$ cat config.mk
export PLATFORM = sky130hd
export DESIGN_NAME = wx_matvec
export DESIGN_NICKNAME = d
export VERILOG_FILES = /design/src/rtl/wx_matvec_pkg.sv /design/src/rtl/wx_matvec_row.sv /design/src/rtl/wx_matvec.sv
export SDC_FILE = /design/constraint.sdc
export NUM_CORES = 2
export LEC_CHECK = 0
export CORE_UTILIZATION = 64
export CTS_CLUSTER_DIAMETER = 200
export DETAILED_ROUTE_END_ITERATION = 16
export PLACE_DENSITY = 0.83
export SYNTH_ARGS = -nofsm -noshare
export SYNTH_HDL_FRONTEND = slang
export SYNTH_SLANG_ARGS = --single-unit
$ cat constraint.sdc
create_clock -name clk -period 14.3 [get_ports clk]
set_input_delay 4.29 -clock clk [delete_from_list [all_inputs] [get_ports clk]]
set_output_delay 4.29 -clock clk [all_outputs]
set_load 0.01 [all_outputs]
$ cat src/rtl/wx_matvec_pkg.sv
// wx_matvec_pkg: shared state type and arithmetic helpers for the
// time-multiplexed W*x engine.
package wx_matvec_pkg;

    typedef enum logic [1:0] {
        IDLE = 2'd0,
        MAC  = 2'd1,
        HOLD = 2'd2
    } state_t;

    // Full-precision accumulator width: a 2*DW product summed N times.
    function automatic int acc_w(input int dw, input int n);
        return 2 * dw + $clog2(n);
    endfunction

    // Clamp a sign-extended accumulator into the signed out_w range.
    function automatic logic signed [63:0] saturate(input logic signed [63:0] v,
                                                    input int out_w);
        logic signed [63:0] hi;
        logic signed [63:0] lo;
        hi = (64'sd1 <<< (out_w - 1)) - 64'sd1;
        lo = -(64'sd1 <<< (out_w - 1));
        if (v > hi) begin
            return hi;
        end
        if (v < lo) begin
            return lo;
        end
        return v;
    endfunction

endpackage

$ cat src/rtl/wx_matvec_row.sv
// wx_matvec_row: one row MAC of the W*x engine. Clears on vector accept,
// accumulates w*x once per column, and converts the accumulator to OUT_W.
// Build option WX_MATVEC_SAT_EN selects clamping (with sat flag) instead
// of two's-complement wrap.
module wx_matvec_row
    import wx_matvec_pkg::*;
#(
    parameter int N     = 3,
    parameter int DW    = 16,
    parameter int OUT_W = 32
) (
    input  logic             clk,
    input  logic             reset,
    input  logic             clear,
    input  logic             en,
    input  logic [DW-1:0]    w,
    input  logic [DW-1:0]    x,
    output logic [OUT_W-1:0] s,
    output logic             sat
);
    localparam int ACC_W = acc_w(DW, N);

    logic [2*DW-1:0]          prod;
    logic signed [ACC_W-1:0]  acc;

    // Full-width signed product of the current weight and x element.
    always_comb begin
        prod = {{DW{w[DW-1]}}, w} * {{DW{x[DW-1]}}, x};
    end

    // Accumulator: zeroed on reset or accept, adds one product per MAC cycle.
    always_ff @(posedge clk) begin
        if (!reset) begin
            acc <= '0;
        end else if (clear) begin
            acc <= '0;
        end else if (en) begin
            acc <= acc + {{(ACC_W-2*DW){prod[2*DW-1]}}, prod};
        end
    end

`ifdef WX_MATVEC_SAT_EN
    logic signed [63:0] acc_ext;
    logic signed [63:0] clamped;

    // Clamp to the OUT_W range and flag rows that needed clamping.
    always_comb begin
        acc_ext = 64'(acc);
        clamped = saturate(acc_ext, OUT_W);
        s       = clamped[OUT_W-1:0];
        sat     = (clamped != acc_ext);
    end
`else
    // Keep the low OUT_W bits; overflow wraps and is never flagged.
    always_comb begin
        s   = OUT_W'(acc);
        sat = 1'b0;
    end
`endif

endmodule

$ cat src/rtl/wx_matvec.sv
// wx_matvec: N x N signed weight register file and time-multiplexed W*x
// engine, one column per cycle across N row MACs, valid/ready on both sides.
// Build option WX_MATVEC_SAT_EN enables output saturation.
module wx_matvec
    import wx_matvec_pkg::*;
#(
    parameter int N     = 3,
    parameter int DW    = 16,
    parameter int OUT_W = 32
) (
    input  logic                 clk,
    input  logic                 reset,
    input  logic                 w_we,
    input  logic [$clog2(N)-1:0] w_row,
    input  logic [$clog2(N)-1:0] w_col,
    input  logic [DW-1:0]        w_data,
    output logic                 w_err,
    input  logic                 x_valid,
    output logic                 x_ready,
    input  logic [N*DW-1:0]      x_in,
    output logic                 s_valid,
    input  logic                 s_ready,
    output logic [N*OUT_W-1:0]   s_out,
    output logic [N-1:0]         sat
);
    localparam int AW = $clog2(N);
    localparam logic [AW-1:0] K_LAST = AW'(N - 1);

    state_t          state;
    state_t          next_state;
    logic [AW-1:0]   k;
    logic [N*DW-1:0] x_reg;
    logic [DW-1:0]   weights [N][N];
    logic [DW-1:0]   x_k;
    logic            accept;
    logic            mac_en;
    logic            w_ok;

    // State register.
    always_ff @(posedge clk) begin
        if (!reset) begin
            state <= IDLE;
        end else begin
            state <= next_state;
        end
    end

    // Next state: accept in IDLE, N MAC cycles, hold until consumed.
    always_comb begin
        next_state = state;
        case (state)
            IDLE:    if (x_valid) next_state = MAC;
            MAC:     if (k == K_LAST) next_state = HOLD;
            HOLD:    if (s_ready) next_state = IDLE;
            default: next_state = IDLE;
        endcase
    end

    // Handshake outputs depend only on the registered state.
    always_comb begin
        x_ready = (state == IDLE);
        s_valid = (state == HOLD);
    end

    // Datapath controls; weight writes are legal only in IDLE and in range.
    always_comb begin
        accept = (state == IDLE) && x_valid;
        mac_en = (state == MAC);
        w_ok   = (state == IDLE)
                 && ({1'b0, w_row} < (AW+1)'(N))
                 && ({1'b0, w_col} < (AW+1)'(N));
        x_k    = x_reg[k*DW +: DW];
    end

    // Column counter and latched input vector.
    always_ff @(posedge clk) begin
        if (!reset) begin
            k     <= '0;
            x_reg <= '0;
        end else if (accept) begin
            k     <= '0;
            x_reg <= x_in;
        end else if (mac_en) begin
            k     <= k + 1'b1;
        end
    end

    // Weight register file and one-cycle error pulse for dropped writes.
    always_ff @(posedge clk) begin
        if (!reset) begin
            w_err <= 1'b0;
            for (int r = 0; r < N; r++) begin
                for (int c = 0; c < N; c++) begin
                    weights[r][c] <= '0;
                end
            end
        end else begin
            w_err <= w_we && !w_ok;
            if (w_we && w_ok) begin
                weights[w_row][w_col] <= w_data;
            end
        end
    end

    for (genvar r = 0; r < N; r++) begin : g_row
        wx_matvec_row #(
            .N     (N),
            .DW    (DW),
            .OUT_W (OUT_W)
        ) u_row (
            .clk   (clk),
            .reset (reset),
            .clear (accept),
            .en    (mac_en),
            .w     (weights[r][k]),
            .x     (x_k),
            .s     (s_out[r*OUT_W +: OUT_W]),
            .sat   (sat[r])
        );
    end

endmodule

Yosys cells after proc, flatten, opt, wreduce, memory -nomap -nowiden --
Memories as Yosys holds them, arrays and structs flattened. Index checks and enable logic that the tools add are counted. W data, S select, Z words.
Operators by class: shifts and indexed selects 1, reductions and logical operators 11, multiplexer cells 22, bitwise operators 3, multiply operators 3, add/sub/neg operators 4, order comparisons 5, eq/ne operators 6
Operator list (count):
- $mux W48 | 3
- $mux W16 | 7
- $add A34 B34 Y34 | 3
- $bmux W16 S2 | 3
- $mul A16 B16 Y32 | 3
- $reduce_or A48 Y1 | 1
- $shiftx A48 B7 Y16 | 1
- $demux W16 S2 | 1
- $mux W2 | 4
- $ge A3 B3 Y1 const B | 2
- $logic_and A1 B1 Y1 | 6
- $not A2 Y3 | 2
- $pmux W2 S3 | 1
- $eq A2 B2 Y1 const B | 2
- $lt A2 B2 Y1 const B | 2
- $ne A2 B2 Y1 const B | 2
- $lt A3 B1 Y1 const B | 1
- $mux W1 | 3
- $reduce_and A3 Y1 | 1
- $add A2 B1 Y2 const B | 1
- $eq A2 B1 Y1 const B | 1
- $logic_not A2 Y1 | 1
- $ne A2 B1 Y1 const B | 1
- $reduce_or A2 Y1 | 1
- 2 further kinds | 2
Word-level totals: flip-flop bits (word level) 155, output and inout bits 102, bits of input ports 73, memory bits (writable) 144, memories 1, word-level logic and storage cells 63
Memories:
- weights | words 3, bits a word 48, rd ports 3, clocked after Yosys merged registers in 0, write ports 3, line wx_matvec.sv:33 | logic [DW-1:0] weights [N][N];

Depth between registers and ports, before layout --
depth in word-level cells 9, mapped depth 41, mapped depth without buffers 37

Modules after synthesis --
A second synthesis with hierarchy kept.
Unflattened totals: cell total of the unflattened synthesis 5002, area, all modules 45788.9 um^2
By module, submodules not included:
- wx_matvec_row (g_row[0].u_row) | times used 1, area each 12552.0 um^2, cells each 1427
- wx_matvec_row (g_row[2].u_row) | times used 1, area each 12409.4 um^2, cells each 1401
- wx_matvec_row (g_row[1].u_row) | times used 1, area each 12286.8 um^2, cells each 1375
- wx_matvec | times used 1, area each 8540.7 um^2, cells each 799

Least setup slack after synthesis --
Ideal clock, no wire load.
path type register -> register, from register k[0], to register g_row[0].u_row.acc[31], period minus slack after synthesis 9990 ps, path buffers 4, arrival 9923 ps, data required time 14233 ps, library setup time 67 ps, stages on the path, launching flop included 39, setup slack 4310 ps, path through dfxtp_1 clkbuf_1 buf_1 clkbuf_1 buf_1 mux2i_1 nor2_1 a21oi_1 nor2_1 fa_1 inv_1 fa_1 fa_1 fa_1 inv_1 fa_1 inv_1 fa_1 [... 3 more ...] a21o_1 a21oi_1 o21ai_0 nand2_1 a21boi_0 or2_2 xor2_1 ha_1 nand3_1 or4_4 o221ai_4 o221ai_2 o31ai_2 a21oi_2 o211a_1 or4_4 a21o_1 a21oi_2
Between the ends: cells in the longest elaborated chain, start to end 6, elaborated cells between the ends (all ways) 7, those cells by class add/sub: 1; mul: 1; shift: 1; mux: 3; bitwise: 1
RTL lines:
- from (decl) | line wx_matvec.sv:31 | logic [AW-1:0] k;
- from (signal assigned) | line wx_matvec.sv:84 | k <= k + 1'b1;
- branches (longest 4 deep; another with $shiftx A48 B7 Y16)
- $mul A16 B16 Y32 (*) | line wx_matvec_row.sv:28 | prod = {{DW{w[DW-1]}}, w} * {{DW{x[DW-1]}}, x};
- $add A34 B34 Y34 (*) | line wx_matvec_row.sv:38 | acc <= acc + {{(ACC_W-2*DW){prod[2*DW-1]}}, prod};
- to (signal assigned) | line wx_matvec_row.sv:38
- to (decl) | line wx_matvec_row.sv:24 | logic signed [ACC_W-1:0] acc;
Mark *: on every way between the ends. The select of a mux whose other input is x is not followed. A chain may end at the register's enable or synchronous reset.

Final worst setup path --
from register k[1], to register g_row[1].u_row.acc[31]
Between the ends: cells in the longest elaborated chain, start to end 6, elaborated cells between the ends (all ways) 7, those cells by class add/sub: 1; mul: 1; shift: 1; mux: 3; bitwise: 1
RTL lines (line):
- branches (longest 4 deep; another with $shiftx A48 B7 Y16)
- $mul A16 B16 Y32 (*) | wx_matvec_row.sv:28
- $add A34 B34 Y34 (*) | wx_matvec_row.sv:38
- to (signal assigned) | wx_matvec_row.sv:38
- to (decl) | wx_matvec_row.sv:24
Marks and branches as above.

==> metrics.md <==
| Metric | Value |
|---|---|
| Clock skew | `0.0232 ns` |
| Vias after detailed routing | `35500` |
| Crit. Startpoint | `k[1]` |
| Die area | `70900 sq um` |
| Sw power | `3.01 mW` |
| Internal power | `3.31 mW` |
| Grt total ovfl | `0` |
| Register bit total from synthesis | `293` |
| Max Fanout on Critical Path | `67` |
| Setup crit end kind | `flop` |
| Sw frac | `0.476` |
| Share of cells above drive strength 1 | `0.0300` |
| Drt pass-1 iters | `8` |
| Worst path max stage delay | `0.86 ns` |
| Core footprint | `around 69000 sq um` |
| CTS root buf | `clkbuf_16` |
| DR iter-0 viols | `~3300` |
| Reg-to-reg critical path endpoint | `g_row[1].u_row.acc[31]` |
| Pins Over Slew Limit | `0` |
| # rows | `96` |
| Max cap viols | `0` |
| CTS max path bufs | `3` |
| Worst hold path type | `reg2reg` |
| Setup WS post-layout | `3.44 ns` |
| Initial antenna violation count | `2` |
| # Post-CTS Setup Buffers | `0` |
| I/O pin count | `175` |
| Crit path DAT | `around 11 ns` |
| Post-route DRC | `0` |
| GPL Wtd Cong | `just under 1` |
| Reg-to-reg setup timing slack | `3.44 ns` |
| Post-CTS sizing | `0` |
| RSZ-0062 raised after global routing | `no` |
| Sequential group share of total power | `0.162` |
| R2R depth | `35` |
| Number of global-route vias before repair | `37400` |
| Comb pwr share | `0.688` |
| Primary FF master, synth | `dfxtp_1` |
| Insertion delay to the later sink of the worst-skew pair | `0.60 ns` |
| Die H | `~270 microns` |
| Distinct cells, synth | `68` |
| Crit path to | `g_row[1].u_row.acc[31]` |
| Die width | `between 200 and 300 microns` |
| Post-DRT Antenna Nets | `0` |
| Commonest non-fill, non-tap cells in the layout | `inv_1 (948), fa_1 (789), nand2_1 (685)` |
| Ys async rst share | `0` |
| Initial core utilization | `0.650` |
| CTS tree | `yes` |
| Clk sinks | `about 290` |
| H-tree depth | `2` |
| Nets | `6323` |
| Required @ worst endpoint | `14.82 ns` |
| Crit Path Class | `reg2reg` |
| Final Hold Viols | `0` |
| Fin area | `48600 sq um` |
| TritonCTS Buffers | `36` |
| Wire length per cell | `around 20 microns` |
| Commonest non-fill, non-tap cell in the layout | `inv_1` |
| EDFF count, synth | `144` |
| Critical-path top delay cell | `a21o_1` |
| Hold bufs inserted after CTS | `0` |
| TNS Setup | `0 ns` |
| Largest net degree at the start of global routing | `69` |
| Avg Inst Size Synth | `8.87 sq um` |
| Most used cell, CP | `fa_1` |
| Post-Place Cell Area | `47400 sq um` |
| Hpwl dp | `93500 microns` |
| Final period utilization | `0.760` |
| Port buffer count | `171` |
| Number of diodes | `0` |
| Post-place setup slack | `approximately 3.7 ns` |
| Syn Inst Count | `5042` |
| Clk pwr share | `0.150` |
| Max FFs per register | `144` |
| First-pass GRT wire length | `slightly below 200000 microns` |
| Area growth, synth to finish | `8.58%` |
| Fmax | `92.1 MHz` |
| Pwr/cell area | `around 130 nW/um^2` |
| Post-synthesis sequential area ratio | `0.163` |
| Final setup viols | `0` |
| Worst flop-to-flop path startpoint | `k[1]` |
| Crit path time final | `about 11 ns` |
| Clock slew at reported path FFs | `0.06 ns` |
| YS warnings | `0` |
| Critical path launch point type | `flop` |
| Relative slew slack | `0.169` |
| Pleak | `23.6 nW` |
| Status | `finished clean` |
| Max rail drop VDD | `0.137 mV` |
| Total wire length | `121000 microns` |
| Worst slew pin tran | `1.25 ns` |
| Mapped Area | `44700 sq um` |
| GRT Overall Usage | `0.356` |
| Post-DR vias/cell | `~5.8` |
stage by stage:
stage	std cells	hold WS (ns)	utilization	total power [mW]
CTS	6072	0.464	0.705	6.29
global route	6072	0.480	0.705	6.90
floorplan	5044	0.443	-	4.27
detailed placement	6008	0.456	0.688	5.30
global placement	6008	0.452	0.688	5.18
finish	6072	0.463	0.705	6.33
logic make-up after synthesis:
| group | count (synthesis) | share of synthesized area |
|---|---|---|
| AND/OR/NAND/NOR | 1528 | 0.138 |
| adder cells (fa/ha/maj) | 1135 | 0.450 |
| buffers and inverters | 1135 | 0.0955 |
| AO/OA/AOI/OAI | 700 | 0.102 |
| flip-flops | 293 | 0.163 |
| XOR/XNOR | 185 | 0.0366 |
| multiplexers | 65 | 0.0146 |
| other | 1 | 0.0000839 |
final cells by class:
class / instances / area, sq um
clock buffers: 43 / 957
repair buffers: 220 / 2070
clock inverters: 21 / 233
inverters: 948 / 3560
fillers: 5050 / 20300
multi-input cells: 3616 / 33300
well taps: 931 / 1160
flip-flops and latches: 293 / 7310
worst min-delay path by stage:
| stage | start | end | slack, ns | cells past startpoint |
|---|---|---|---|---|
| final | x_reg[4] | x_reg[4] | 0.46 | 2 |
| after global routing | x_reg[6] | x_reg[6] | 0.48 | 2 |
| after CTS | x_reg[4] | x_reg[4] | 0.46 | 2 |
| after detailed placement | x_reg[4] | x_reg[4] | 0.46 | 2 |
| after global placement | x_reg[4] | x_reg[4] | 0.45 | 2 |
| after floorplan | x_reg[10] | x_reg[10] | 0.44 | 2 |
worst max-delay path, delay by kind of cell, from the launching register on:
family,cells,cell delay [ns]
buffers and inverters,6,1.61
and+or+nand+nor,7,1.41
adders and majority gates,8,3.63
xor gates and xnor gates,1,0.13
AOI/OAI and AO/OA,13,3.66
DFF,1,0.31
power by group through the flow:
stage               Combinational (mW)  Clock (mW)  Sequential [mW]
floorplan                         3.23           0             1.04
global placement                  4.14           0             1.04
detailed placement                4.26           0             1.04
CTS                               4.32       0.954             1.02
global route                      4.88       0.984             1.03
finish                            4.35       0.949             1.02
layer usage:
layer,global-route usage,part of all wire
met1,0.437,0.37
met2,0.579,0.46
met3,0.0951,0.11
met4,0.178,0.062
met5,0.00693,0.00064
cell usage after synthesis (all sizes together), types with 7 or more instances:
| master | instances | area [sq um] |
|---|---|---|
| xnor2 | 144 | 1260 |
| mux2i | 65 | 651 |
| xor2 | 40 | 350 |
| a2111oi | 7 | 80.1 |
| nand3 | 31 | 155 |
| a21boi | 53 | 398 |
| clkbuf | 167 | 627 |
| nand2b | 24 | 150 |
| or2 | 15 | 93.8 |
| edfxtp | 144 | 4320 |
| a21o | 147 | 1100 |
| nand4 | 15 | 100 |
| buf | 20 | 86.3 |
| inv | 948 | 3560 |
| nor2b | 25 | 156 |
| nand2 | 686 | 2570 |
| a21oi | 259 | 1300 |
| ha | 346 | 4330 |
| o221ai | 7 | 85.1 |
| o21bai | 27 | 203 |
| o22ai | 12 | 75.1 |
| a211oi | 23 | 173 |
| o21a | 23 | 173 |
| o31ai | 12 | 95.1 |
| a31oi | 13 | 81.3 |
| o21ai | 63 | 315 |
| nor2 | 663 | 2490 |
| and3 | 11 | 68.8 |
| and2 | 14 | 87.6 |
| fa | 789 | 15800 |
| dfxtp | 149 | 2980 |
| nor3 | 21 | 105 |
No activity file was read; power rests on OpenSTA's default activity.
